[src/rtl/lwb_pkg.sv]
// Shared types, load-width encodings and the access legality rule for the load/writeback unit.
package lwb_pkg;
   typedef enum logic [1:0] {IDLE, REQ, WAIT, WB} state_t;

   localparam logic [2:0] F3_LB  = 3'd0;
   localparam logic [2:0] F3_LH  = 3'd1;
   localparam logic [2:0] F3_LW  = 3'd2;
   localparam logic [2:0] F3_LBU = 3'd4;
   localparam logic [2:0] F3_LHU = 3'd5;

   localparam int MEM_TIMEOUT_DEFAULT = 255;

   function automatic logic load_access_err(input logic [2:0] f3, input logic [1:0] addr_lo);
      case (f3)
         F3_LB, F3_LBU: return 1'b0;
         F3_LH, F3_LHU: return addr_lo[0];
         F3_LW:         return addr_lo != 2'b00;
         default:       return 1'b1;
      endcase
   endfunction
endpackage

[src/rtl/load_writeback_unit_if.sv]
// Execute-side, data-memory read and register-file write-port signals of the load/writeback unit.
interface lwb_if #(
   parameter int XLEN = 32,
   parameter int REGW = 5
);
   logic            ex_valid;
   logic            ex_ready;
   logic            ex_is_load;
   logic            ex_wb_en;
   logic [REGW-1:0] ex_rd;
   logic [2:0]      ex_funct3;
   logic [XLEN-1:0] ex_alu_res;
   logic            mem_req_valid;
   logic            mem_req_ready;
   logic [XLEN-1:0] mem_req_addr;
   logic            mem_rsp_valid;
   logic [XLEN-1:0] mem_rsp_data;
   logic [REGW-1:0] wb_rd;
   logic [XLEN-1:0] wb_data;
   logic            wb_we;
   logic            err_access;
   logic            err_timeout;
   logic            busy;

   modport master (
      input  ex_valid, ex_is_load, ex_wb_en, ex_rd, ex_funct3, ex_alu_res,
      input  mem_req_ready, mem_rsp_valid, mem_rsp_data,
      output ex_ready, mem_req_valid, mem_req_addr,
      output wb_rd, wb_data, wb_we, err_access, err_timeout, busy
   );

   modport slave (
      output ex_valid, ex_is_load, ex_wb_en, ex_rd, ex_funct3, ex_alu_res,
      output mem_req_ready, mem_rsp_valid, mem_rsp_data,
      input  ex_ready, mem_req_valid, mem_req_addr,
      input  wb_rd, wb_data, wb_we, err_access, err_timeout, busy
   );
endinterface

[src/rtl/load_writeback_unit_extender.sv]
// Combinational lane select and sign/zero extension of a loaded word.
// Latency 0; no flow control.
module load_extender
   import lwb_pkg::*;
#(
   parameter int XLEN = 32
) (
   input  logic [XLEN-1:0] word,
   input  logic [1:0]      addr_lo,
   input  logic [2:0]      funct3,
   output logic [XLEN-1:0] value
);
   logic [7:0]  lane_b;
   logic [15:0] lane_h;

   always_comb begin
      case (addr_lo)
         2'd0:    lane_b = word[7:0];
         2'd1:    lane_b = word[15:8];
         2'd2:    lane_b = word[23:16];
         default: lane_b = word[31:24];
      endcase
      lane_h = addr_lo[1] ? word[31:16] : word[15:0];

      case (funct3)
         F3_LB:   value = {{(XLEN-8){lane_b[7]}}, lane_b};
         F3_LH:   value = {{(XLEN-16){lane_h[15]}}, lane_h};
         F3_LBU:  value = {{(XLEN-8){1'b0}}, lane_b};
         F3_LHU:  value = {{(XLEN-16){1'b0}}, lane_h};
         default: value = word;
      endcase
   end
endmodule

[src/rtl/load_writeback_unit.sv]
// Register-file writer: ALU results written 1 cycle after accept, loads >= 3 cycles via a memory read.
// Backpressure: ex_ready low while a load is outstanding; the read request is held until mem_req_ready.
module load_writeback_unit
   import lwb_pkg::*;
#(
   parameter int XLEN        = 32,
   parameter int REGW        = 5,
   parameter int MEM_TIMEOUT = MEM_TIMEOUT_DEFAULT
) (
   input  logic  clk,
   input  logic  rst,
   lwb_if.master bus
);
   localparam logic [7:0] TMO_LIMIT = 8'(MEM_TIMEOUT);

   state_t          state_q, state_d;
   logic [7:0]      cnt_q, cnt_d;
   logic [XLEN-1:0] addr_q, addr_d;
   logic [REGW-1:0] rd_q, rd_d;
   logic [2:0]      f3_q, f3_d;
   logic            wben_q, wben_d;
   logic            we_q, we_d;
   logic            acc_q, acc_d;
   logic            tmo_q, tmo_d;
   logic [REGW-1:0] wb_rd_q, wb_rd_d;
   logic [XLEN-1:0] wb_data_q, wb_data_d;
   logic [XLEN-1:0] ext_value;

   load_extender #(.XLEN(XLEN)) u_ext (
      .word    (bus.mem_rsp_data),
      .addr_lo (addr_q[1:0]),
      .funct3  (f3_q),
      .value   (ext_value)
   );

   always_ff @(posedge clk or posedge rst) begin
      if (rst) begin
         state_q   <= IDLE;
         cnt_q     <= '0;
         addr_q    <= '0;
         rd_q      <= '0;
         f3_q      <= '0;
         wben_q    <= 1'b0;
         we_q      <= 1'b0;
         acc_q     <= 1'b0;
         tmo_q     <= 1'b0;
         wb_rd_q   <= '0;
         wb_data_q <= '0;
      end else begin
         state_q   <= state_d;
         cnt_q     <= cnt_d;
         addr_q    <= addr_d;
         rd_q      <= rd_d;
         f3_q      <= f3_d;
         wben_q    <= wben_d;
         we_q      <= we_d;
         acc_q     <= acc_d;
         tmo_q     <= tmo_d;
         wb_rd_q   <= wb_rd_d;
         wb_data_q <= wb_data_d;
      end
   end

   // wb_rd/wb_data only move on a real write so the port holds its last value otherwise.
   always_comb begin
      state_d   = state_q;
      cnt_d     = cnt_q;
      addr_d    = addr_q;
      rd_d      = rd_q;
      f3_d      = f3_q;
      wben_d    = wben_q;
      we_d      = 1'b0;
      acc_d     = 1'b0;
      tmo_d     = 1'b0;
      wb_rd_d   = wb_rd_q;
      wb_data_d = wb_data_q;
      case (state_q)
         IDLE: begin
            if (bus.ex_valid) begin
               if (!bus.ex_is_load) begin
                  we_d = bus.ex_wb_en && (bus.ex_rd != '0);
                  if (we_d) begin
                     wb_rd_d   = bus.ex_rd;
                     wb_data_d = bus.ex_alu_res;
                  end
               end else begin
                  addr_d = bus.ex_alu_res;
                  rd_d   = bus.ex_rd;
                  f3_d   = bus.ex_funct3;
                  wben_d = bus.ex_wb_en;
                  if (load_access_err(bus.ex_funct3, bus.ex_alu_res[1:0])) begin
                     acc_d = 1'b1;
                  end else begin
                     state_d = REQ;
                  end
               end
            end
         end
         REQ: begin
            if (bus.mem_req_ready) begin
               state_d = WAIT;
               cnt_d   = '0;
            end
         end
         WAIT: begin
            // A response in the final timeout cycle still counts as a response.
            if (bus.mem_rsp_valid) begin
               we_d = wben_q && (rd_q != '0);
               if (we_d) begin
                  wb_rd_d   = rd_q;
                  wb_data_d = ext_value;
               end
               state_d = WB;
            end else if (cnt_q == TMO_LIMIT) begin
               tmo_d   = 1'b1;
               state_d = IDLE;
            end else begin
               cnt_d = cnt_q + 8'd1;
            end
         end
         WB:      state_d = IDLE;
         default: state_d = IDLE;
      endcase
   end

   assign bus.ex_ready      = (state_q == IDLE);
   assign bus.busy          = (state_q != IDLE);
   assign bus.mem_req_valid = (state_q == REQ);
   assign bus.mem_req_addr  = {addr_q[XLEN-1:2], 2'b00};
   assign bus.wb_we         = we_q;
   assign bus.wb_rd         = wb_rd_q;
   assign bus.wb_data       = wb_data_q;
   assign bus.err_access    = acc_q;
   assign bus.err_timeout   = tmo_q;
endmodule
[src/flat_wrapper.sv]
// flat-port wrapper written by rule: the top's interface ports become plain ports
module load_writeback_unit_flat import lwb_pkg::*;
#(
   parameter int XLEN        = 32,
   parameter int REGW        = 5,
   parameter int MEM_TIMEOUT = MEM_TIMEOUT_DEFAULT
)
  (clk, rst, bus_ex_valid, bus_ex_is_load, bus_ex_wb_en, bus_ex_rd, bus_ex_funct3, bus_ex_alu_res, bus_mem_req_ready, bus_mem_rsp_valid, bus_mem_rsp_data, bus_ex_ready, bus_mem_req_valid, bus_mem_req_addr, bus_wb_rd, bus_wb_data, bus_wb_we, bus_err_access, bus_err_timeout, bus_busy);
  lwb_if #(.XLEN(XLEN), .REGW(REGW)) bus_i ();
  input  logic clk;
  input  logic rst;
  input wire logic [$bits(bus_i.ex_valid)-1:0] bus_ex_valid;
  input wire logic [$bits(bus_i.ex_is_load)-1:0] bus_ex_is_load;
  input wire logic [$bits(bus_i.ex_wb_en)-1:0] bus_ex_wb_en;
  input wire logic [$bits(bus_i.ex_rd)-1:0] bus_ex_rd;
  input wire logic [$bits(bus_i.ex_funct3)-1:0] bus_ex_funct3;
  input wire logic [$bits(bus_i.ex_alu_res)-1:0] bus_ex_alu_res;
  input wire logic [$bits(bus_i.mem_req_ready)-1:0] bus_mem_req_ready;
  input wire logic [$bits(bus_i.mem_rsp_valid)-1:0] bus_mem_rsp_valid;
  input wire logic [$bits(bus_i.mem_rsp_data)-1:0] bus_mem_rsp_data;
  output wire logic [$bits(bus_i.ex_ready)-1:0] bus_ex_ready;
  output wire logic [$bits(bus_i.mem_req_valid)-1:0] bus_mem_req_valid;
  output wire logic [$bits(bus_i.mem_req_addr)-1:0] bus_mem_req_addr;
  output wire logic [$bits(bus_i.wb_rd)-1:0] bus_wb_rd;
  output wire logic [$bits(bus_i.wb_data)-1:0] bus_wb_data;
  output wire logic [$bits(bus_i.wb_we)-1:0] bus_wb_we;
  output wire logic [$bits(bus_i.err_access)-1:0] bus_err_access;
  output wire logic [$bits(bus_i.err_timeout)-1:0] bus_err_timeout;
  output wire logic [$bits(bus_i.busy)-1:0] bus_busy;
  assign bus_i.ex_valid = bus_ex_valid;
  assign bus_i.ex_is_load = bus_ex_is_load;
  assign bus_i.ex_wb_en = bus_ex_wb_en;
  assign bus_i.ex_rd = bus_ex_rd;
  assign bus_i.ex_funct3 = bus_ex_funct3;
  assign bus_i.ex_alu_res = bus_ex_alu_res;
  assign bus_i.mem_req_ready = bus_mem_req_ready;
  assign bus_i.mem_rsp_valid = bus_mem_rsp_valid;
  assign bus_i.mem_rsp_data = bus_mem_rsp_data;
  assign bus_ex_ready = bus_i.ex_ready;
  assign bus_mem_req_valid = bus_i.mem_req_valid;
  assign bus_mem_req_addr = bus_i.mem_req_addr;
  assign bus_wb_rd = bus_i.wb_rd;
  assign bus_wb_data = bus_i.wb_data;
  assign bus_wb_we = bus_i.wb_we;
  assign bus_err_access = bus_i.err_access;
  assign bus_err_timeout = bus_i.err_timeout;
  assign bus_busy = bus_i.busy;
  load_writeback_unit #(.XLEN(XLEN), .REGW(REGW), .MEM_TIMEOUT(MEM_TIMEOUT)) u_core (.clk(clk), .rst(rst), .bus(bus_i));
endmodule
[config.mk]
export PLATFORM = sky130hd
export DESIGN_NAME = load_writeback_unit_flat
export DESIGN_NICKNAME = d
export VERILOG_FILES = /design/src/rtl/lwb_pkg.sv /design/src/rtl/load_writeback_unit_if.sv /design/src/rtl/load_writeback_unit_extender.sv /design/src/rtl/load_writeback_unit.sv /design/src/flat_wrapper.sv
export SDC_FILE = /design/constraint.sdc
export NUM_CORES = 1
export LEC_CHECK = 0
export ABC_AREA = 1
export BUFFER_PORTS_ARGS = -buffer_cell sky130_fd_sc_hd__buf_2
export CORE_UTILIZATION = 47
export CTS_BUF_LIST = sky130_fd_sc_hd__clkbuf_16
export DETAILED_ROUTE_END_ITERATION = 8
export PLACE_DENSITY = 0.85
export SYNTH_ARGS = -nofsm -noshare
export SYNTH_HDL_FRONTEND = slang
export SYNTH_SLANG_ARGS = --single-unit
[constraint.sdc]
create_clock -name clk -period 3.3 [get_ports clk]
set_input_delay 0.825 -clock clk [delete_from_list [all_inputs] [get_ports clk]]
set_output_delay 0.825 -clock clk [all_outputs]
set_load 0.05 [all_outputs]
# ---- After elaboration in Yosys (flattened, before gate mapping)
# Index checks and enable logic that the tools add are counted.
dict set report word_totals {
  ff_bits 91
  input_bits 79
  output_inout_bits 75
}
dict set report op_classes {
  add_sub_neg 1
  n_eq_ne 24
  muxes 41
  reduce_logical 18
}
# operator n
set op_table {}
lappend op_table {{$mux W32} 5}
lappend op_table {{$pmux W32 S4} 1}
lappend op_table {{$pmux W32 S2} 1}
lappend op_table {{$mux W5} 5}
lappend op_table {{$mux W8} 3}
lappend op_table {{$pmux W8 S3} 1}
lappend op_table {{$mux W16} 1}
lappend op_table {{$ne A2 B2 Y1 const B} 8}
lappend op_table {{$pmux W8 S2} 1}
lappend op_table {{$mux W1} 13}
lappend op_table {{$eq A3 B3 Y1 const B} 4}
lappend op_table {{$mux W2} 6}
lappend op_table {{$pmux W5 S2} 1}
lappend op_table {{$reduce_bool A5 Y1} 2}
lappend op_table {{$add A8 B1 Y8 const B} 1}
lappend op_table {{$eq A8 B8 Y1 const B} 1}
lappend op_table {{$pmux W2 S4} 1}
lappend op_table {{$reduce_bool A2 Y1} 4}
lappend op_table {{$eq A2 B2 Y1 const B} 3}
lappend op_table {{$eq A3 B1 Y1 const B} 2}
lappend op_table {{$logic_not A3 Y1} 2}
lappend op_table {{$reduce_and A6 Y1} 1}
lappend op_table {{$reduce_and A5 Y1} 1}
lappend op_table {{$eq A2 B1 Y1 const B} 2}
lappend op_table {{other kinds (10)} 14}

# ---- Longest topological paths before layout
# Gate-level depths: netlist of run 1.
dict set report logic_depth {
  word_depth 10
  depth_mapped 10
  ltp_nobuf 9
}

# ---- Modules after synthesis
# From an unflattened synthesis of run 1, not the netlist that was laid out.
dict set report hier_totals {
  cells_unflattened 724
  hier_area_um2 5350.1
}
# mod instances cells_per_inst area_each_um2
set modules_own_cells {}
lappend modules_own_cells {load_writeback_unit 1 561 4491.8}
lappend modules_own_cells {load_extender 1 163 858.3}

# ---- Worst setup path before layout of run 1
# Ideal clock, no wire load.
dict set report synth_timing {
  kind {reg2reg}
  start {reg u_core.state_q[0]}
  end {reg u_core.addr_q[2]}
  arrival_time_ps 1811
  required_ps 3172
  slack_ps 1362
  stages_incl_launch_ff 7
  n_path_buf 1
  synth_period_minus_slack_ps 1938
  cell_sequence {dfrtp_1 -> inv_1 -> nand2_2 -> inv_1 -> nand3_2 -> buf_2 -> mux2_1}
}
dict set report synth_between {
  elab_chain_cells 2
}
# item line
set synth_lines {}
lappend synth_lines {{start: declaration} load_writeback_unit.sv:16} ;# state_t state_q, state_d;
lappend synth_lines {{start signal: assignment} load_writeback_unit.sv:50} ;# state_q <= state_d;
lappend synth_lines {{$logic_not A2 Y1} -}
lappend synth_lines {{net bus_ex_ready} flat_wrapper.sv:21} ;# output wire logic [$bits(bus_i.ex_ready)-1:0] bus_ex_ready;
lappend synth_lines {{$reduce_and A3 Y1 (no line)} -}
lappend synth_lines {{end signal: assignment} load_writeback_unit.sv:52} ;# addr_q <= addr_d;
lappend synth_lines {{end: declaration} load_writeback_unit.sv:18} ;# logic [XLEN-1:0] addr_q, addr_d;
# The timed path passes the listed nets, and every way through them passes these cells.
# A chain may end at the register's enable or synchronous reset.

# ---- Final worst setup path of run 1
dict set report layout_timing {
  start {reg u_core.addr_q[1]}
  end {reg u_core.wb_data_q[28], in the netlist u_core.bus.wb_data[28]}
}
dict set report layout_between {
  elab_chain_cells 6
}
# item line
set layout_lines {}
lappend layout_lines {{$eq A2 B2 Y1, or another cell as far along} load_writeback_unit_extender.sv:17} ;# case (addr_lo)
lappend layout_lines {{$pmux W8 S3} load_writeback_unit_extender.sv:17}
lappend layout_lines {{$pmux W32 S4 *} load_writeback_unit_extender.sv:25} ;# case (funct3)
lappend layout_lines {{$mux W32 *} load_writeback_unit.sv:109} ;# if (we_d) begin
lappend layout_lines {{$mux W32 *} load_writeback_unit.sv:107} ;# if (bus.mem_rsp_valid) begin
lappend layout_lines {{$pmux W32 S2 *} load_writeback_unit.sv:77} ;# case (state_q)
lappend layout_lines {{end signal: assignment} load_writeback_unit.sv:60} ;# wb_data_q <= wb_data_d;
lappend layout_lines {{end: declaration} load_writeback_unit.sv:26} ;# logic [XLEN-1:0] wb_data_q, wb_data_d;
# Every way passes the cells marked *; elsewhere a longest branch is shown, timed or not. The select of a mux whose other input is x is not followed.

==> results of run 1 <==
## state kept, by name, summed over array words and instances, names as in the netlist
register and cells:
u_core.addr_q 32, u_core.bus.err_access 1, u_core.bus.err_timeout 1, u_core.bus.wb_data 32, u_core.bus.wb_rd 5, u_core.bus.wb_we 1, u_core.cnt_q 8, u_core.f3_q 3
u_core.rd_q 5, u_core.state_q 2, u_core.wben_q 1
## path summary, 6_finish.rpt
| path | to | startpoint | slack (ns) |
|---|---|---|---|
| hold / removal | u_core.bus.wb_data[2] | u_core.bus.wb_data[2] | 0.47 |
| min in group asynchronous | u_core.addr_q[31] | rst | 0.53 |
| hold reg to reg | u_core.bus.wb_data[2] | u_core.bus.wb_data[2] | 0.47 |
| setup / recovery | u_core.bus.wb_data[28] | u_core.addr_q[1] | 0.99 |
| max in group asynchronous | u_core.bus.wb_data[7] | rst | 2.13 |
| setup reg to reg | u_core.bus.wb_data[28] | u_core.addr_q[1] | 0.99 |
## per-stage QoR
stage                     hold slack [ns]  instance area, um2
final                               0.474                5950
after global routing                0.505                5950
after floorplan                     0.453                5040
after detailed placement            0.461                5640
after global placement              0.461                5640
after CTS                           0.478                5950
## Yosys cell counts, drive strengths merged (2+ instances only)
| library cell | number |
|---|---|
| dfrtp | 91 |
| nor2 | 35 |
| nor3 | 3 |
| buf | 51 |
| inv | 61 |
| a21oi | 34 |
| nand4 | 9 |
| o21ai | 51 |
| nand3 | 55 |
| nand2 | 237 |
| o211ai | 5 |
| clkbuf | 14 |
| mux2 | 14 |
| a31o | 3 |
| or2 | 2 |
## cells in the final DEF (no fill, tap or decap), types with 3 or more instances in the layout
master,count
o211ai_1,5
inv_1,58
inv_2,3
mux2_1,8
buf_2,151
nor2_1,32
buf_4,6
mux2_2,6
dfrtp_1,91
nand2_1,234
o21ai_0,48
nand2_2,3
nor3_1,3
a31o_2,3
nand4_1,8
clkbuf_16,9
a21oi_1,33
nand3_1,53
## power by group through the flow
stage               Sequential, mW  Clock, mW  Combinational, mW
floorplan                     2.55          0               2.31
global placement              1.90          0               3.42
detailed placement            1.91          0               3.47
CTS                           1.89       1.09               3.47
global route                  1.96       1.14               3.75
finish                        1.90       1.07               3.46
## per-layer routing
layer | track usage [%] | up-vias
li1 | - | 2314
met1 | 33.2 | 2147
met2 | 38.3 | 197
met3 | 4.14 | 17
met4 | 6.85 | 0
met5 | 0 | -
## area by class of cell
type	count	area share [%]
clock inverter	6	1.39
timing repair buffer	158	13.8
inverter	61	3.89
multi-input combinational	455	36.0
sequential	91	38.3
clock buffer	9	3.79
tap	136	2.86
## kinds of logic (layout without fill, tap and decap cells)
family	after synthesis	after routing	synth area share, %
AO/OA/AOI/OAI	95	95	10.1
XOR/XNOR	1	1	0.174
adder cells (fa/ha/maj)	1	1	0.248
buffers and inverters	126	234	12.3
flip-flops	91	91	45.2
multiplexers	14	14	3.13
other	1	2	0.0745
AND/OR/NAND/NOR	342	342	28.7
## tightest hold or removal path, stage by stage (launching register included)
cell,delay (ns)
dfrtp_1,0.34
nand2_1,0.05
nand2_1,0.05
==> flow_summary_export.csv, run 1 <==
group,metric,value,unit
detailed_routing,highest_layer,"met4",
cts,cts_root_buffer,"clkbuf_16",
status,status,"completed",
global_routing,grt_max_degree,53,
cts,clk_pin_slew,0.06,ns
global_routing,antenna_found_initial,0,
global_routing,first_global_vias,4383,
setup_path,path_class,"reg -> reg",
power_and_ir_drop,p_sw,3.36,mW
cts,clockBufferDepth,2,
synth,ys.flop_type,"dfrtp_1",
detailed_routing,drc_errors,0,
place,globalplace.congestion,0.859,
setup_path,crit_cells,7,
synth,synth_area_per_cell,7.51,um2
synth,ys_types,34,
timing,finalSetupViolCount,0,
die,ioPinCount,154,
die,num_rows,37,
detailed_routing,drt-met1-wl,5800,um
synth,syn_area,5040,um2
detailed_routing,num_vias,4675,
timing,rsz0062_at_grt,"false",
setup_path,crit_required,3.51,ns
die,dieArea,11100,um2
finish,postLayoutCoreUtil,57.4,%
cts,numCtsBuffers,9,
setup_path,path_cells,"inv_1, nand3_1, nand3_1, nand3_1, nand3_1, nand3_1, nand2_1",
synth,yosysTopAreaCell,"dfrtp_1",
global_routing,overflow,0,
synth,synthArstFlopShare,100,%
flow_run,maxCapViolCount,0,
finish,layout.nets,856,
power_and_ir_drop,total_power,6.43,mW
detailed_routing,drtPass1Iterations,5,
power_and_ir_drop,p_per_area,1080,nW/um2
cts,cts_resized,0,
hold_path,hold_depth,2,
synth,ys_ff_latch,91,
setup_path,crit_top_cell,"nand3_1",
finish,stdcell_count,916,
finish,ff_latch_area,2280,um2
detailed_routing,ant_nets,0,
setup_path,worst-path-buf-inv,1,
synth,synth_top_area_share,45.2,%
synth,synthCells,671,
detailed_routing,wl_met3,857,um
die,chipWidth,106,um
detailed_routing,via_per_inst,5.10,
synth,yosysSeqAreaShare,45.2,%
detailed_routing,wl_per_cell,13.9,um
die,start_util,48.6,%
timing,tns,0,ns
timing,worst_pin_slew,0.871,ns
synth,synth-edff-count,0,
setup_path,start_kind,"flop",
setup_path,arrival,2.53,ns
cts,clkSinkCount,91,
power_and_ir_drop,p_int,3.06,mW
finish,diodes,0,
die,die_y,106,um
setup_path,slowest_stage,"dfrtp_1",
power_and_ir_drop,vdd_drop_max,0.660,mV
power_and_ir_drop,power_frac_seq,29.5,%
power_and_ir_drop,leakage,3.29,nW
cts,cts_tree,"built",
finish,nFillCells,1006,
synth,yosys_warnings,0,
detailed_routing,drtIter0Drc,401,
power_and_ir_drop,comb_power_share,53.9,%
cts,postCtsHoldBufs,0,
detailed_routing,wl_met2,5860,um
power_and_ir_drop,clockPowerShare,16.6,%
hold_path,holdCritPathClass,"reg -> reg",
setup_path,critPathTopFamily,"simple AND/OR/NAND/NOR gates",
cts,clock_latency,0.33,ns
timing,min_period,2.31,ns
power_and_ir_drop,netSwitchingFraction,52.3,%
detailed_routing,finalWirelength,12700,um
global_routing,grt_usage,23.8,%
cts,htree_num_levels,3,
setup_path,worstPathMaxFanout,24,
die,coreArea,10400,um2
finish,drive_above_1_share,25.3,%
place,portBuffers,151,
setup_path,critPathCaptureType,"flop",
finish,multiInputGateArea,2140,um2
setup_path,max_stage_delay,0.73,ns
timing,timing.fmax,0.433,GHz
timing,hold_viol_final,0,
cts,cts_setup_buffers,0,
timing,period_share,70.0,%
synth,synthTopCellsByArea,"dfrtp_1 45%, nand2_1 17%, nand3_1 5.3%",
setup_path,ff2ff_path_depth,7,
place,dp_cells,901,
timing,skew,0.00839,ns
timing,slew_headroom,41.8,%
place,place_ws,0.993,ns
timing,worst_slack,0.989,ns
timing,finalMaxSlewViolations,0,
place,dpl.hpwl,9290,um
finish,syn2layout_area_growth,18.1,%
global_routing,grt_pass1_wl,21100,um
Note: power is estimated with default switching activity, not from simulation.
==> run 2: changes to the inputs <==
--- a/config.mk
+++ b/config.mk
@@ -7,10 +7,10 @@
 export LEC_CHECK = 0
 export ABC_AREA = 1
 export BUFFER_PORTS_ARGS = -buffer_cell sky130_fd_sc_hd__buf_2
-export CORE_UTILIZATION = 47
+export CORE_UTILIZATION = 52
 export CTS_BUF_LIST = sky130_fd_sc_hd__clkbuf_16
 export DETAILED_ROUTE_END_ITERATION = 8
-export PLACE_DENSITY = 0.85
+export PLACE_DENSITY = 0.89
 export SYNTH_ARGS = -nofsm -noshare
 export SYNTH_HDL_FRONTEND = slang
 export SYNTH_SLANG_ARGS = --single-unit
==> constraint.sdc (replaced) <==
create_clock -name clk -period 2.4 [get_ports clk]
set_input_delay 0.6 -clock clk [delete_from_list [all_inputs] [get_ports clk]]
set_output_delay 0.6 -clock clk [all_outputs]
set_load 0.05 [all_outputs]
==> run 2 against run 1 <==
Net effect:
- power increased by 37%
- clock-buffer cell count unchanged
- worst setup slack got worse by 0.58 ns
- clock skew about the same
- first-iteration DRC count decreased by 28%
- global-route usage increased by 2.9 points
- clock power increased by 31%
- critical path depth increased by 1
- hold slack got worse by 0.16 ns
- final cell count decreased by 0.11%
- critical path type unchanged
- largest power group unchanged
==> flow_summary_export.csv, run 2 (synthesized netlist as in run 1, its figures left out) <==
group,metric,value,unit
setup_path,arrival,2.23,ns
place,dpl.hpwl,9350,um
setup_path,regToRegSetupSlack,0.41,ns
cts,clockBufferDepth,2,
timing,hold_viol_final,0,
cts,clkSinkCount,91,
timing,slew_headroom,55.4,%
timing,rsz0062_at_grt,"false",
detailed_routing,drc_errors,0,
global_routing,first_global_vias,4371,
finish,postLayoutCoreUtil,64.3,%
finish,multiInputGateArea,2140,um2
finish,layout.nets,861,
timing,finalSetupViolCount,0,
place,globalplace.congestion,0.912,
finish,mostFrequentLayoutCells,"234 x nand2_1, 151 x buf_2, 91 x dfrtp_1",
die,chipWidth,100,um
finish,ff_latch_area,2280,um2
place,portBuffers,151,
cts,numCtsBuffers,9,
die,die_y,100,um
detailed_routing,ant_nets,0,
cts,cts_root_buffer,"clkbuf_16",
timing,skew,0.00861,ns
cts,clock_latency,0.34,ns
setup_path,worstPathMaxFanout,13,
detailed_routing,drtIter0Drc,289,
hold_path,holdCritPathClass,"in -> async",
timing,period_share,82.9,%
cts,clk_pin_slew,0.07,ns
detailed_routing,via_per_inst,5.21,
finish,drive_above_1_share,26.1,%
cts,cts_tree,"built",
detailed_routing,num_vias,4770,
setup_path,path_cells,"inv_1, nand2_2, a21oi_2, nand3_1, nand2_1, nand2_1, nand2_1, nand2_1",
setup_path,slowest_stage,"dfrtp_1",
die,ioPinCount,154,
die,coreArea,9330,um2
die,start_util,54.0,%
setup_path,reg2reg_to,"u_core.bus.wb_data[3]",
global_routing,overflow,0,
setup_path,ff2ff_path_depth,8,
finish,nFillCells,841,
finish,syn2layout_area_growth,19.2,%
power_and_ir_drop,vdd_drop_max,0.729,mV
setup_path,critPathCaptureType,"flop",
setup_path,crit_top_cell,"nand2_1",
setup_path,start_kind,"flop",
timing,worst_slack,0.409,ns
timing,timing.fmax,0.502,GHz
timing,worst_pin_slew,0.669,ns
timing,tns,0,ns
die,dieArea,10100,um2
cts,cts_resized,0,
cts,postCtsHoldBufs,0,
detailed_routing,drtPass1Iterations,5,
power_and_ir_drop,p_per_area,1470,nW/um2
detailed_routing,wl_per_cell,14.1,um
setup_path,critPathTopFamily,"simple AND/OR/NAND/NOR gates",
finish,fin_area,6000,um2
finish,layout_commonest_cell,"nand2_1",
setup_path,path_class,"reg -> reg",
global_routing,antenna_found_initial,1,
global_routing,grt_pass1_wl,20900,um
setup_path,worstReg2RegStart,"u_core.f3_q[0]",
place,place_ws,0.462,ns
place,placed_area,5710,um2
setup_path,worst-path-buf-inv,1,
setup_path,max_stage_delay,0.53,ns
power_and_ir_drop,leakage,3.32,nW
cts,cts_setup_buffers,0,
global_routing,grt_max_degree,51,
power_and_ir_drop,total_power,8.83,mW
timing,min_period,1.99,ns
detailed_routing,finalWirelength,12900,um
global_routing,grt_usage,26.7,%
finish,diodes,0,
status,status,"completed",
die,num_rows,35,
timing,finalMaxSlewViolations,0,
cts,htree_num_levels,3,
setup_path,crit_required,2.64,ns
flow_run,maxCapViolCount,0,
## run 2: cell count changes in the layout (fill, tap and decap cells not counted), sizes merged
cell    before  now
clkinv       1    2
bufinv       2    0
inv         62   64
buf        158  163
## run 2: metrics by stage
| step | std cells | hold WS, ns |
|---|---|---|
| after floorplan | 672 | 0.453 |
| after global placement | 899 | 0.461 |
| after detailed placement | 899 | 0.462 |
| after CTS | 915 | 0.328 |
| after global routing | 915 | 0.360 |
| final | 915 | 0.311 |
## run 2: worst max-delay path by stage
stage | start | endpoint | slack (ns) | depth (start not counted)
floorplan | u_core.state_q[0] | u_core.addr_q[2] | 0.46 | 6
global placement | u_core.f3_q[0] | u_core.bus.wb_data[3] | 0.52 | 8
detailed placement | bus_ex_rd[3] | u_core.bus.wb_rd[4] | 0.46 | 9
CTS | u_core.state_q[0] | bus_ex_ready | 0.46 | 4
global route | u_core.f3_q[0] | u_core.bus.wb_data[3] | 0.23 | 8
finish | u_core.f3_q[0] | u_core.bus.wb_data[3] | 0.41 | 8
## run 2: layer usage
layer  wire, um  GRT usage [%]  up-vias
li1           -              -     2328
met1       5340           34.5     2186
met2       6120           44.5      234
met3       1140           6.20       22
met4        254           8.36        0
met5          0              0        -
## run 2: power by group
group	total [mW]	switching (mW)	internal, mW	leakage (nW)
registers	2.61	0.434	2.17	1.14
logic	4.83	3.64	1.19	2.03
clock network	1.40	0.665	0.732	0.142
total	8.83	4.74	4.09	3.32
## run 2: area by class of cell
type | count | share of cell area [%]
Inverter | 61 | 3.88
Multi-Input combinational cell | 455 | 35.7
Timing Repair Buffer | 163 | 14.9
Tap cell | 129 | 2.69
Clock inverter | 7 | 1.13
Sequential cell | 91 | 37.9
Clock buffer | 9 | 3.75
